<file path="src/rtl/mips_pkg.sv">
// Shared constants for the multi-cycle MIPS control path.
// Holds the opcode and func field values, the 4-bit ALU control codes, the
// ALU B-operand and PC-source mux encodings, and the FSM state encoding that
// is also exported on the debug state port. This package has no ports.
package mips_pkg;

  // Opcode field values, instruction[31:26]
  localparam logic [5:0] OP_RTYPE = 6'h00;
  localparam logic [5:0] OP_LW    = 6'h23;
  localparam logic [5:0] OP_SW    = 6'h2B;
  localparam logic [5:0] OP_BEQ   = 6'h04;
  localparam logic [5:0] OP_J     = 6'h02;
  localparam logic [5:0] OP_ADDI  = 6'h08;
  localparam logic [5:0] OP_ORI   = 6'h0D;

  // Func field values for R-type, instruction[5:0]
  localparam logic [5:0] FN_ADD = 6'h20;
  localparam logic [5:0] FN_SUB = 6'h22;
  localparam logic [5:0] FN_AND = 6'h24;
  localparam logic [5:0] FN_OR  = 6'h25;
  localparam logic [5:0] FN_SLT = 6'h2A;

  // ALU control codes
  localparam logic [3:0] ALU_AND = 4'b0000;
  localparam logic [3:0] ALU_OR  = 4'b0001;
  localparam logic [3:0] ALU_ADD = 4'b0010;
  localparam logic [3:0] ALU_SUB = 4'b0110;
  localparam logic [3:0] ALU_SLT = 4'b0111;

  // ALU B-operand select
  localparam logic [1:0] SRCB_RT      = 2'd0;
  localparam logic [1:0] SRCB_FOUR    = 2'd1;
  localparam logic [1:0] SRCB_IMM     = 2'd2;
  localparam logic [1:0] SRCB_IMM_SH2 = 2'd3;

  // PC source select
  localparam logic [1:0] PCSRC_ALU    = 2'd0;
  localparam logic [1:0] PCSRC_ALUOUT = 2'd1;
  localparam logic [1:0] PCSRC_JUMP   = 2'd2;

  // FSM states; values are visible on the debug port
  typedef enum logic [3:0] {
    S_FETCH  = 4'd0,
    S_DECODE = 4'd1,
    S_MEMADR = 4'd2,
    S_MEMRD  = 4'd3,
    S_MEMWB  = 4'd4,
    S_MEMWR  = 4'd5,
    S_RTEXEC = 4'd6,
    S_ALUWB  = 4'd7,
    S_BRANCH = 4'd8,
    S_JUMP   = 4'd9,
    S_IEXEC  = 4'd10,
    S_IWB    = 4'd11,
    S_IDLE   = 4'd15
  } state_e;

endpackage

</file>
<file path="src/rtl/multicycle_control_if.sv">
// Control/datapath bundle for the multi-cycle MIPS sequencer.
// master: the control unit (reads run/opcode/func/zero/mem_ready, drives
//         enables, mux selects, aluop, debug state and the illegal flag).
// slave:  the datapath/memory side, with directions mirrored.
interface multicycle_control_if;

  logic       run;
  logic [5:0] opcode;
  logic [5:0] func;
  logic       zero;
  logic       mem_ready;
  logic       pc_en;
  logic       iord;
  logic       mem_read;
  logic       mem_write;
  logic       ir_write;
  logic       regdst;
  logic       regwrite;
  logic       mem2reg;
  logic       extop;
  logic       alusrc_a;
  logic [1:0] alusrc_b;
  logic [1:0] pc_src;
  logic [3:0] aluop;
  logic [3:0] state;
  logic       illegal;

  modport master (
    input  run, opcode, func, zero, mem_ready,
    output pc_en, iord, mem_read, mem_write, ir_write, regdst, regwrite,
           mem2reg, extop, alusrc_a, alusrc_b, pc_src, aluop, state, illegal
  );

  modport slave (
    output run, opcode, func, zero, mem_ready,
    input  pc_en, iord, mem_read, mem_write, ir_write, regdst, regwrite,
           mem2reg, extop, alusrc_a, alusrc_b, pc_src, aluop, state, illegal
  );

endinterface

</file>
<file path="src/rtl/alu_decoder.sv">
// Combinational ALU control resolver.
// Ports: opcode, func (instruction fields), state (current FSM state) ->
//        aluop (4-bit ALU control code), func_illegal (unknown R-type func,
//        only meaningful while in RTEXEC).
module alu_decoder
  import mips_pkg::*;
(
  input  logic [5:0] opcode,
  input  logic [5:0] func,
  input  state_e     state,
  output logic [3:0] aluop,
  output logic       func_illegal
);

  // Select the ALU operation for the current state; ADD everywhere else.
  always_comb begin
    aluop        = ALU_ADD;
    func_illegal = 1'b0;
    case (state)
      S_RTEXEC: begin
        case (func)
          FN_ADD:  aluop = ALU_ADD;
          FN_SUB:  aluop = ALU_SUB;
          FN_AND:  aluop = ALU_AND;
          FN_OR:   aluop = ALU_OR;
          FN_SLT:  aluop = ALU_SLT;
          default: begin
            aluop        = ALU_ADD;
            func_illegal = 1'b1;
          end
        endcase
      end
      S_IEXEC: begin
        if (opcode == OP_ORI) begin
          aluop = ALU_OR;
        end else begin
          aluop = ALU_ADD;
        end
      end
      S_BRANCH: aluop = ALU_SUB;
      default:  aluop = ALU_ADD;
    endcase
  end

endmodule

</file>
<file path="src/rtl/multicycle_control.sv">
// Moore control sequencer for a multi-cycle MIPS datapath with a shared
// memory and a single ALU.
// Ports: clk, rst_n (async active-low), bus (multicycle_control_if.master:
//        run/opcode/func/zero/mem_ready in; datapath enables, mux selects,
//        aluop, debug state and sticky illegal flag out).
// MEM_WAIT_EN = 0 treats mem_ready as always high.
module multicycle_control
  import mips_pkg::*;
#(
  parameter logic MEM_WAIT_EN = 1'b1
) (
  input  logic                  clk,
  input  logic                  rst_n,
  multicycle_control_if.master  bus
);

  state_e     state_r;
  state_e     state_next_s;
  state_e     fetch_target_s;
  logic       illegal_r;
  logic       illegal_set_s;
  logic       started_r;
  logic       ready_s;
  logic       fetch_go_s;
  logic [3:0] aluop_s;
  logic       func_illegal_s;

  alu_decoder u_alu_decoder (
    .opcode       (bus.opcode),
    .func         (bus.func),
    .state        (state_r),
    .aluop        (aluop_s),
    .func_illegal (func_illegal_s)
  );

  // Effective memory handshake and the destination of "go to FETCH".
  // started_r keeps the reset-time FETCH quiet for one cycle so the reset
  // output values hold until the first clock after rst_n releases.
  always_comb begin
    if (MEM_WAIT_EN) begin
      ready_s = bus.mem_ready;
    end else begin
      ready_s = 1'b1;
    end
    fetch_go_s = started_r & bus.run;
    if (bus.run) begin
      fetch_target_s = S_FETCH;
    end else begin
      fetch_target_s = S_IDLE;
    end
  end

  // Next-state and Moore output decode; every output defaulted first.
  always_comb begin
    state_next_s  = state_r;
    illegal_set_s = 1'b0;
    bus.pc_en     = 1'b0;
    bus.iord      = 1'b0;
    bus.mem_read  = 1'b0;
    bus.mem_write = 1'b0;
    bus.ir_write  = 1'b0;
    bus.regdst    = 1'b0;
    bus.regwrite  = 1'b0;
    bus.mem2reg   = 1'b0;
    bus.extop     = 1'b1;
    bus.alusrc_a  = 1'b0;
    bus.alusrc_b  = SRCB_RT;
    bus.pc_src    = PCSRC_ALU;
    bus.aluop     = aluop_s;
    case (state_r)
      S_IDLE: begin
        // an illegal opcode parks the machine here until reset
        if (bus.run && !illegal_r) begin
          state_next_s = S_FETCH;
        end else begin
          state_next_s = S_IDLE;
        end
      end
      S_FETCH: begin
        if (!fetch_go_s) begin
          if (bus.run) begin
            state_next_s = S_FETCH;
          end else begin
            state_next_s = S_IDLE;
          end
        end else begin
          bus.mem_read = 1'b1;
          bus.alusrc_b = SRCB_FOUR;
          if (ready_s) begin
            bus.ir_write = 1'b1;
            bus.pc_en    = 1'b1;
            state_next_s = S_DECODE;
          end else begin
            state_next_s = S_FETCH;
          end
        end
      end
      S_DECODE: begin
        // precompute branch target PC + (imm << 2)
        bus.alusrc_b = SRCB_IMM_SH2;
        case (bus.opcode)
          OP_LW, OP_SW:     state_next_s = S_MEMADR;
          OP_RTYPE:         state_next_s = S_RTEXEC;
          OP_BEQ:           state_next_s = S_BRANCH;
          OP_J:             state_next_s = S_JUMP;
          OP_ADDI, OP_ORI:  state_next_s = S_IEXEC;
          default: begin
            illegal_set_s = 1'b1;
            state_next_s  = S_IDLE;
          end
        endcase
      end
      S_MEMADR: begin
        bus.alusrc_a = 1'b1;
        bus.alusrc_b = SRCB_IMM;
        if (bus.opcode == OP_SW) begin
          state_next_s = S_MEMWR;
        end else begin
          state_next_s = S_MEMRD;
        end
      end
      S_MEMRD: begin
        bus.iord     = 1'b1;
        bus.mem_read = 1'b1;
        if (ready_s) begin
          state_next_s = S_MEMWB;
        end else begin
          state_next_s = S_MEMRD;
        end
      end
      S_MEMWB: begin
        bus.regwrite = 1'b1;
        state_next_s = fetch_target_s;
      end
      S_MEMWR: begin
        // strobe held through the wait; memory commits on the ready cycle
        bus.iord      = 1'b1;
        bus.mem_write = 1'b1;
        if (ready_s) begin
          state_next_s = fetch_target_s;
        end else begin
          state_next_s = S_MEMWR;
        end
      end
      S_RTEXEC: begin
        bus.alusrc_a  = 1'b1;
        illegal_set_s = func_illegal_s;
        state_next_s  = S_ALUWB;
      end
      S_ALUWB: begin
        bus.regdst   = 1'b1;
        bus.mem2reg  = 1'b1;
        bus.regwrite = 1'b1;
        state_next_s = fetch_target_s;
      end
      S_IEXEC: begin
        bus.alusrc_a = 1'b1;
        bus.alusrc_b = SRCB_IMM;
        if (bus.opcode == OP_ORI) begin
          bus.extop = 1'b0;
        end else begin
          bus.extop = 1'b1;
        end
        state_next_s = S_IWB;
      end
      S_IWB: begin
        bus.mem2reg  = 1'b1;
        bus.regwrite = 1'b1;
        state_next_s = fetch_target_s;
      end
      S_BRANCH: begin
        // ALU compares rs - rt; target already sits in the ALU out register
        bus.alusrc_a = 1'b1;
        bus.pc_src   = PCSRC_ALUOUT;
        bus.pc_en    = bus.zero;
        state_next_s = fetch_target_s;
      end
      S_JUMP: begin
        bus.pc_src   = PCSRC_JUMP;
        bus.pc_en    = 1'b1;
        state_next_s = fetch_target_s;
      end
      default: begin
        state_next_s = S_IDLE;
      end
    endcase
  end

  // State register, sticky illegal flag and post-reset start flag.
  always_ff @(posedge clk or negedge rst_n) begin
    if (!rst_n) begin
      state_r   <= S_FETCH;
      illegal_r <= 1'b0;
      started_r <= 1'b0;
    end else begin
      state_r   <= state_next_s;
      illegal_r <= illegal_r | illegal_set_s;
      started_r <= 1'b1;
    end
  end

  assign bus.state   = state_r;
  assign bus.illegal = illegal_r;

endmodule

</file>
<file path="src/flat_wrapper.sv">
// flat-port wrapper written by rule: the top's interface ports become plain ports
module multicycle_control_flat import mips_pkg::*;
#(
  parameter logic MEM_WAIT_EN = 1'b1
)
  (clk, rst_n, bus_run, bus_opcode, bus_func, bus_zero, bus_mem_ready, bus_pc_en, bus_iord, bus_mem_read, bus_mem_write, bus_ir_write, bus_regdst, bus_regwrite, bus_mem2reg, bus_extop, bus_alusrc_a, bus_alusrc_b, bus_pc_src, bus_aluop, bus_state, bus_illegal);
  multicycle_control_if bus_i ();
  input  logic clk;
  input  logic rst_n;
  input wire logic [$bits(bus_i.run)-1:0] bus_run;
  input wire logic [$bits(bus_i.opcode)-1:0] bus_opcode;
  input wire logic [$bits(bus_i.func)-1:0] bus_func;
  input wire logic [$bits(bus_i.zero)-1:0] bus_zero;
  input wire logic [$bits(bus_i.mem_ready)-1:0] bus_mem_ready;
  output wire logic [$bits(bus_i.pc_en)-1:0] bus_pc_en;
  output wire logic [$bits(bus_i.iord)-1:0] bus_iord;
  output wire logic [$bits(bus_i.mem_read)-1:0] bus_mem_read;
  output wire logic [$bits(bus_i.mem_write)-1:0] bus_mem_write;
  output wire logic [$bits(bus_i.ir_write)-1:0] bus_ir_write;
  output wire logic [$bits(bus_i.regdst)-1:0] bus_regdst;
  output wire logic [$bits(bus_i.regwrite)-1:0] bus_regwrite;
  output wire logic [$bits(bus_i.mem2reg)-1:0] bus_mem2reg;
  output wire logic [$bits(bus_i.extop)-1:0] bus_extop;
  output wire logic [$bits(bus_i.alusrc_a)-1:0] bus_alusrc_a;
  output wire logic [$bits(bus_i.alusrc_b)-1:0] bus_alusrc_b;
  output wire logic [$bits(bus_i.pc_src)-1:0] bus_pc_src;
  output wire logic [$bits(bus_i.aluop)-1:0] bus_aluop;
  output wire logic [$bits(bus_i.state)-1:0] bus_state;
  output wire logic [$bits(bus_i.illegal)-1:0] bus_illegal;
  assign bus_i.run = bus_run;
  assign bus_i.opcode = bus_opcode;
  assign bus_i.func = bus_func;
  assign bus_i.zero = bus_zero;
  assign bus_i.mem_ready = bus_mem_ready;
  assign bus_pc_en = bus_i.pc_en;
  assign bus_iord = bus_i.iord;
  assign bus_mem_read = bus_i.mem_read;
  assign bus_mem_write = bus_i.mem_write;
  assign bus_ir_write = bus_i.ir_write;
  assign bus_regdst = bus_i.regdst;
  assign bus_regwrite = bus_i.regwrite;
  assign bus_mem2reg = bus_i.mem2reg;
  assign bus_extop = bus_i.extop;
  assign bus_alusrc_a = bus_i.alusrc_a;
  assign bus_alusrc_b = bus_i.alusrc_b;
  assign bus_pc_src = bus_i.pc_src;
  assign bus_aluop = bus_i.aluop;
  assign bus_state = bus_i.state;
  assign bus_illegal = bus_i.illegal;
  multicycle_control #(.MEM_WAIT_EN(MEM_WAIT_EN)) u_core (.clk(clk), .rst_n(rst_n), .bus(bus_i));
endmodule
</file>
<file path="config.mk">
export PLATFORM = sky130hd
export DESIGN_NAME = multicycle_control_flat
export DESIGN_NICKNAME = d
export VERILOG_FILES = /design/src/rtl/mips_pkg.sv /design/src/rtl/multicycle_control_if.sv /design/src/rtl/alu_decoder.sv /design/src/rtl/multicycle_control.sv /design/src/flat_wrapper.sv
export SDC_FILE = /design/constraint.sdc
export NUM_CORES = 1
export LEC_CHECK = 0
export ABC_AREA = 0
export BUFFER_PORTS_ARGS = -buffer_cell sky130_fd_sc_hd__buf_4
export CELL_PAD_IN_SITES_DETAIL_PLACEMENT = 0
export CELL_PAD_IN_SITES_GLOBAL_PLACEMENT = 2
export CORE_MARGIN = 8
export CORE_UTILIZATION = 24
export DETAILED_ROUTE_END_ITERATION = 10
export GPL_TIMING_DRIVEN = 0
export PLACE_DENSITY_LB_ADDON = 0.2
export SKIP_LAST_GASP = 1
export SLEW_MARGIN = 15
export SYNTH_ARGS = -nofsm -noshare
export SYNTH_HDL_FRONTEND = slang
export SYNTH_HIERARCHICAL = 1
export SYNTH_SLANG_ARGS = --single-unit
</file>
<file path="constraint.sdc">
create_clock -name clk -period 2.1 [get_ports clk]
set_input_delay 0.105 -clock clk [delete_from_list [all_inputs] [get_ports clk]]
set_output_delay 0.105 -clock clk [all_outputs]
set_load 0.05 [all_outputs]
</file>
Word-level counts from Yosys, hierarchy flattened
Cells that the tools add are included.
{"block": "totals", "regBits": 6, "in_bits": 17, "out_inout_bits": 23, "wordCells": 74}
{"block": "op_classes", "eq_ne": 23, "muxes": 32, "n_bitwise": 2, "n_reduce_logical": 14}
{"operator": "$eq 6x6->1 const B", "n": 7}
{"operator": "$pmux 4 s9", "n": 1}
{"operator": "$eq 4x4->1 const B", "n": 5}
{"operator": "$pmux 4 s5", "n": 1}
{"operator": "$eq 4x3->1 const B", "n": 4}
{"operator": "$mux 1", "n": 16}
{"operator": "$mux 4", "n": 4}
{"operator": "$eq 6x4->1 const B", "n": 2}
{"operator": "$pmux 3 s4", "n": 1}
{"operator": "$pmux 4 s3", "n": 1}
{"operator": "$reduce_or 2->1", "n": 5}
{"operator": "$reduce_or 5->1", "n": 2}
{"operator": "$eq 4x2->1 const B", "n": 2}
{"operator": "$reduce_or 7->1", "n": 1}
{"operator": "$eq 6x2->1 const B", "n": 1}
{"operator": "$eq 6x3->1 const B", "n": 1}
{"operator": "$logic_not 6->1", "n": 1}
{"operator": "$mux 3", "n": 2}
{"operator": "$pmux 2 s3", "n": 1}
{"operator": "$eq 4x1->1 const B", "n": 1}
{"operator": "$logic_not 4->1", "n": 1}
{"operator": "$pmux 1 s2", "n": 2}
{"operator": "$pmux 2 s2", "n": 1}
{"operator": "$reduce_or 4->1", "n": 1}
{"operator": "other kinds (7)", "n": 7}

Logic depth before layout (Yosys ltp)
{"block": "depth", "depth_word": 5, "depth_mapped": 7, "mapped_depth_nobuf": 5}

Modules after synthesis
The synthesis kept the hierarchy.
{"module": "multicycle_control", "n_inst": 1, "cells_per_inst": 99, "area_each_um2": 690.7}
{"module": "alu_decoder", "n_inst": 1, "cells_per_inst": 21, "area_each_um2": 172.7}

Least setup slack after synthesis
Ideal clock, no wire load.
{"block": "synth_timing", "kind": "register -> output", "start": "register u_core.state_r[2], in the netlist u_core/bus.state[2]", "end": "output bus_regwrite", "arrival_time_ns": 2.469, "slack_ns": -0.474, "path_stages_with_launch": 5, "path_cell_list": "dfrtp_1 -> clkbuf_1 -> nand2b_1 -> clkbuf_8 -> o32ai_1"}
{"block": "synth_between", "elab_chain_len": 3}
{"element": "from (decl)", "line": "multicycle_control.sv:17", "text": "state_e state_r;"}
{"element": "from (signal assigned)", "line": "multicycle_control.sv:196", "text": "state_r <= state_next_s;"}
{"element": "$eq 4x3->1 or $eq 4x4->1 (tied branches)", "line": "multicycle_control.sv:70", "text": "case (state_r)"}
{"element": "$reduce_or 3->1 (no source line) *"}
{"element": "$mux 1 *", "line": "multicycle_control.sv:70"}
{"element": "to (decl)", "line": "flat_wrapper.sv:21", "text": "output wire logic [$bits(bus_i.regwrite)-1:0] bus_regwrite;"}
Every way passes the cells marked *; elsewhere a longest branch is shown, timed or not.

Worst setup path after layout
{"block": "layout_timing", "start": "register u_core.state_r[3], in the netlist u_core/bus.state[3]", "end": "register u_core.state_r[1], in the netlist u_core/bus.state[1]"}
{"block": "layout_between", "elab_chain_len": 3}
{"element": "$eq 4x3->1 or $eq 4x4->1 (tied branches)", "line": "multicycle_control.sv:70"}
{"element": "$reduce_or 5->1 (no source line)"}
{"element": "$pmux 4 s9 *", "line": "multicycle_control.sv:70"}
{"element": "net u_core.state_next_s[1]", "line": "multicycle_control.sv:18", "text": "state_e state_next_s;"}
Mark *: on every way through the listed nets, which the timed path passes. The rest lies on a longest branch.

==> impl_metrics.csv <==
group,metric,value,unit
placement,port_buffers,37,
flow_run,maxCapViolCount,0,
detailed_routing,viasPerCell,4.90,
cells_and_area,final_area,1260,µm²
timing,setup_ws,142,ps
cells_and_area,drive_gt1_frac,0.391,
timing,period_share,0.932,
synth,syn_area,863,µm²
placement,place_inst,203,
synth,yosysWarnings,6,
synth,synth_seq_cells,6,
pwr,ir_worst_vdd,0.000697,V
grt,antenna_found_initial,0,
setup_path,critPathKind,"flip-flop to flip-flop",
timing,finClkSkew,4.61,ps
synth,yosysUniqueCellTypes,49,
detailed_routing,ant_nets,0,
setup_path,startpoint_type,"flip-flop",
cts,cts.clk_slew.worst_paths,50,ps
timing,setup_viol,0,
floorplan,die-area,5770,µm²
pwr,power_density,1520,nW/µm²
detailed_routing,drt_iter0_drc,91,
setup_path,worstPathMaxFanout,9,
grt,grt_max_degree,12,
timing,rsz0062_at_grt,"false",
grt,grt_pass1_wl,4630,µm
timing,fin_crit,1960,ps
pwr,p_comb_frac,0.810,
cts,clockRootBuffer,"clkbuf_4",
synth,avgSynthCellArea,7.19,µm²
synth,synth_common_cells,"nor2_1, nand2_1, a21oi_1",
synth,yosysSeqAreaShare,0.174,
setup_path,cp.arrival,2080,ps
timing,fmax,511,MHz
pwr,p_leak,0.537,nW
floorplan,start_util,0.255,
floorplan,rows,21,
setup_path,cp_num_buf_inv,2,
pwr,total_power,1.93,mW
synth,ys_async_sr_fraction,1.00,
pwr,p_int,761,µW
placement,pre_cts_ws,146,ps
detailed_routing,avgRoutedWirePerCell,14.1,µm
floorplan,fp.dieH,76.0,µm
floorplan,ios,40,
cts,cts_tree,"done",
synth,yosysTopAreaCell,"dfrtp_1",
synth,synth_fp_nets,137,
cts,cts_sinks,6,
pwr,clkPwrFrac,0.056,
status,status,"completed",
setup_path,cp_slowest_cell,"dfrtp_1",
detailed_routing,drc,0,
cts,cts_buffers,3,
floorplan,coreArea,3390,µm²
setup_path,crit_family,"compound AO/OA/AOI/OAI gates",
pwr,netSwitchingPower,1.17,mW
synth,synthTopCellsByArea,"dfrtp_1, nor2_1, a21oi_1",
timing,maxSlewViolCount,0,
setup_path,setup.worst_path.end_class,"flip-flop",
synth,synth_most_common_cell,"nor2_1",
synth,synth_cells,120,
detailed_routing,vias,1015,
pwr,sw_frac_of_total,0.605,
placement,placed_area,1230,µm²
synth,synth_edf_count,0,
synth,synth-main-ff-cell,"dfrtp_1",
floorplan,floorplan.die.width,76.0,µm
timing,tns,0,ps
cells_and_area,finalNetCount,180,
grt,globalRouteOverflowTotal,0,
worst_hold_path,hold_class,"input port to asynchronous set/reset pin",
timing,timing_hold_violations_final,0,
cts,cts.htree.levels,1,
grt,grt_pass1_vias,984,
cells_and_area,diodes,0,
setup_path,crit_chain,"buf_2 -> or2_1 -> clkbuf_1 -> o31ai_1 -> a32oi_1 -> nand2_1 -> a311o_1",
setup_path,cp_slowest_stage_delay,410,ps
cells_and_area,layout.cells.non_filler,207,
cts,clockBufferDepth,2,
setup_path,crit_required,2220,ps
synth,synth_top_area_frac,0.174,
detailed_routing,first_pass_iters,4,
cts,clkLatencyLatePin,250,ps
pwr,pwr-share-seq,0.134,
placement,dpl.hpwl,2340,µm
cells_and_area,area_delta_synth_final,46.4,%
detailed_routing,postRouteWirelength,2910,µm
cts,postCtsSetupBuffers,0,
grt,gr-usage-all-layers,0.0925,
placement,gp_congestion,0.811,
==> cells in the final DEF, fill, tap and decap left out, types with 3 or more instances in the layout <==
cell / n
nand3_1: 3
nor3b_2: 3
inv_1: 3
nand2b_1: 5
dfrtp_1: 6
buf_4: 38
a21oi_1: 9
nor2_1: 14
clkbuf_1: 3
clkbuf_4: 3
nor2b_1: 3
clkbuf_2: 3
nand2_1: 11
nand4_1: 3
==> flip-flops by register name, indices dropped and copies added, names as in the netlist <==
name / flops
u_core/bus.state: 4
u_core/bus.illegal: 1
u_core/started_r: 1
==> timing repair <==
item / 4_1_cts / 5_1_grt
pin swaps: 0 / 0
gates resized for setup: 1 / 4
hold buffers: 1 / 0
endpoints found under the setup margin: 1 / 4
hold endpoints to repair: 6 / 0
==> cell type report <==
| cell class | instances | area, µm² |
|---|---|---|
| well taps | 46 | 57.6 |
| fillers | 372 | 2130 |
| inverters | 3 | 11.3 |
| repair buffers | 38 | 288 |
| plain buffers | 11 | 68.8 |
| flip-flops and latches | 6 | 150 |
| clock buffers | 3 | 22.5 |
| multi-input cells | 100 | 666 |
==> power by group through the flow <==
| stage | sequential [mW] | clock, mW | combinational, mW |
|---|---|---|---|
| floorplan | 0.389 | 0 | 0.992 |
| global route | 0.277 | 0.120 | 1.65 |
| global placement | 0.264 | 0 | 1.56 |
| detailed placement | 0.265 | 0 | 1.56 |
| finish | 0.258 | 0.107 | 1.56 |
| CTS | 0.260 | 0.113 | 1.57 |
==> final timing paths <==
path | endpoint | slack, ps | depth (start not counted) | start
max | u_core/bus.state[1] | 140 | 7 | u_core/bus.state[3]
min | u_core/bus.state[1] | 200 | 2 | rst_n
max reg2reg | u_core/bus.state[1] | 140 | 7 | u_core/bus.state[3]
min reg2reg | u_core/bus.illegal | 530 | 1 | u_core/bus.illegal
max in group asynchronous | u_core/bus.state[0] | 1790 | 2 | rst_n
min in group clk | u_core/bus.state[2] | 290 | 4 | bus_opcode[3]
==> routing by layer <==
metal / share of wire / up-vias / GRT usage
met5: 0 / - / 0
met4: 0.0028 / 0 / 0.0176
met3: 0.045 / 3 / 0.0236
met2: 0.48 / 25 / 0.154
met1: 0.47 / 467 / 0.116
li1: - / 520 / -
==> worst register-to-register path: stages, from the launching register on <==
cell and delay, ps:
dfrtp_1 410, buf_2 230, or2_1 120, clkbuf_1 320, o31ai_1 110, a32oi_1 210
nand2_1 120, a311o_1 310
==> through the flow <==
stage,utilization,hold slack (ps)
after floorplan,-,-191
after global placement,0.362,-90.1
after detailed placement,0.362,-86.0
after CTS,0.372,188
after global routing,0.373,204
final,0.373,197
==> logic make-up (layout without fill, tap and decap cells) <==
group                     Yosys count  after routing  synth area share
muxes                               1              1            0.0116
DFF                                 6              6             0.174
xor gates and xnor gates            3              3            0.0304
buffers and inverters              14             55            0.0884
other                               2              2           0.00870
and+or+nand+nor                    65             65             0.448
AOI/OAI and AO/OA                  29             29             0.239
No activity file was read; power rests on OpenSTA's default activity.
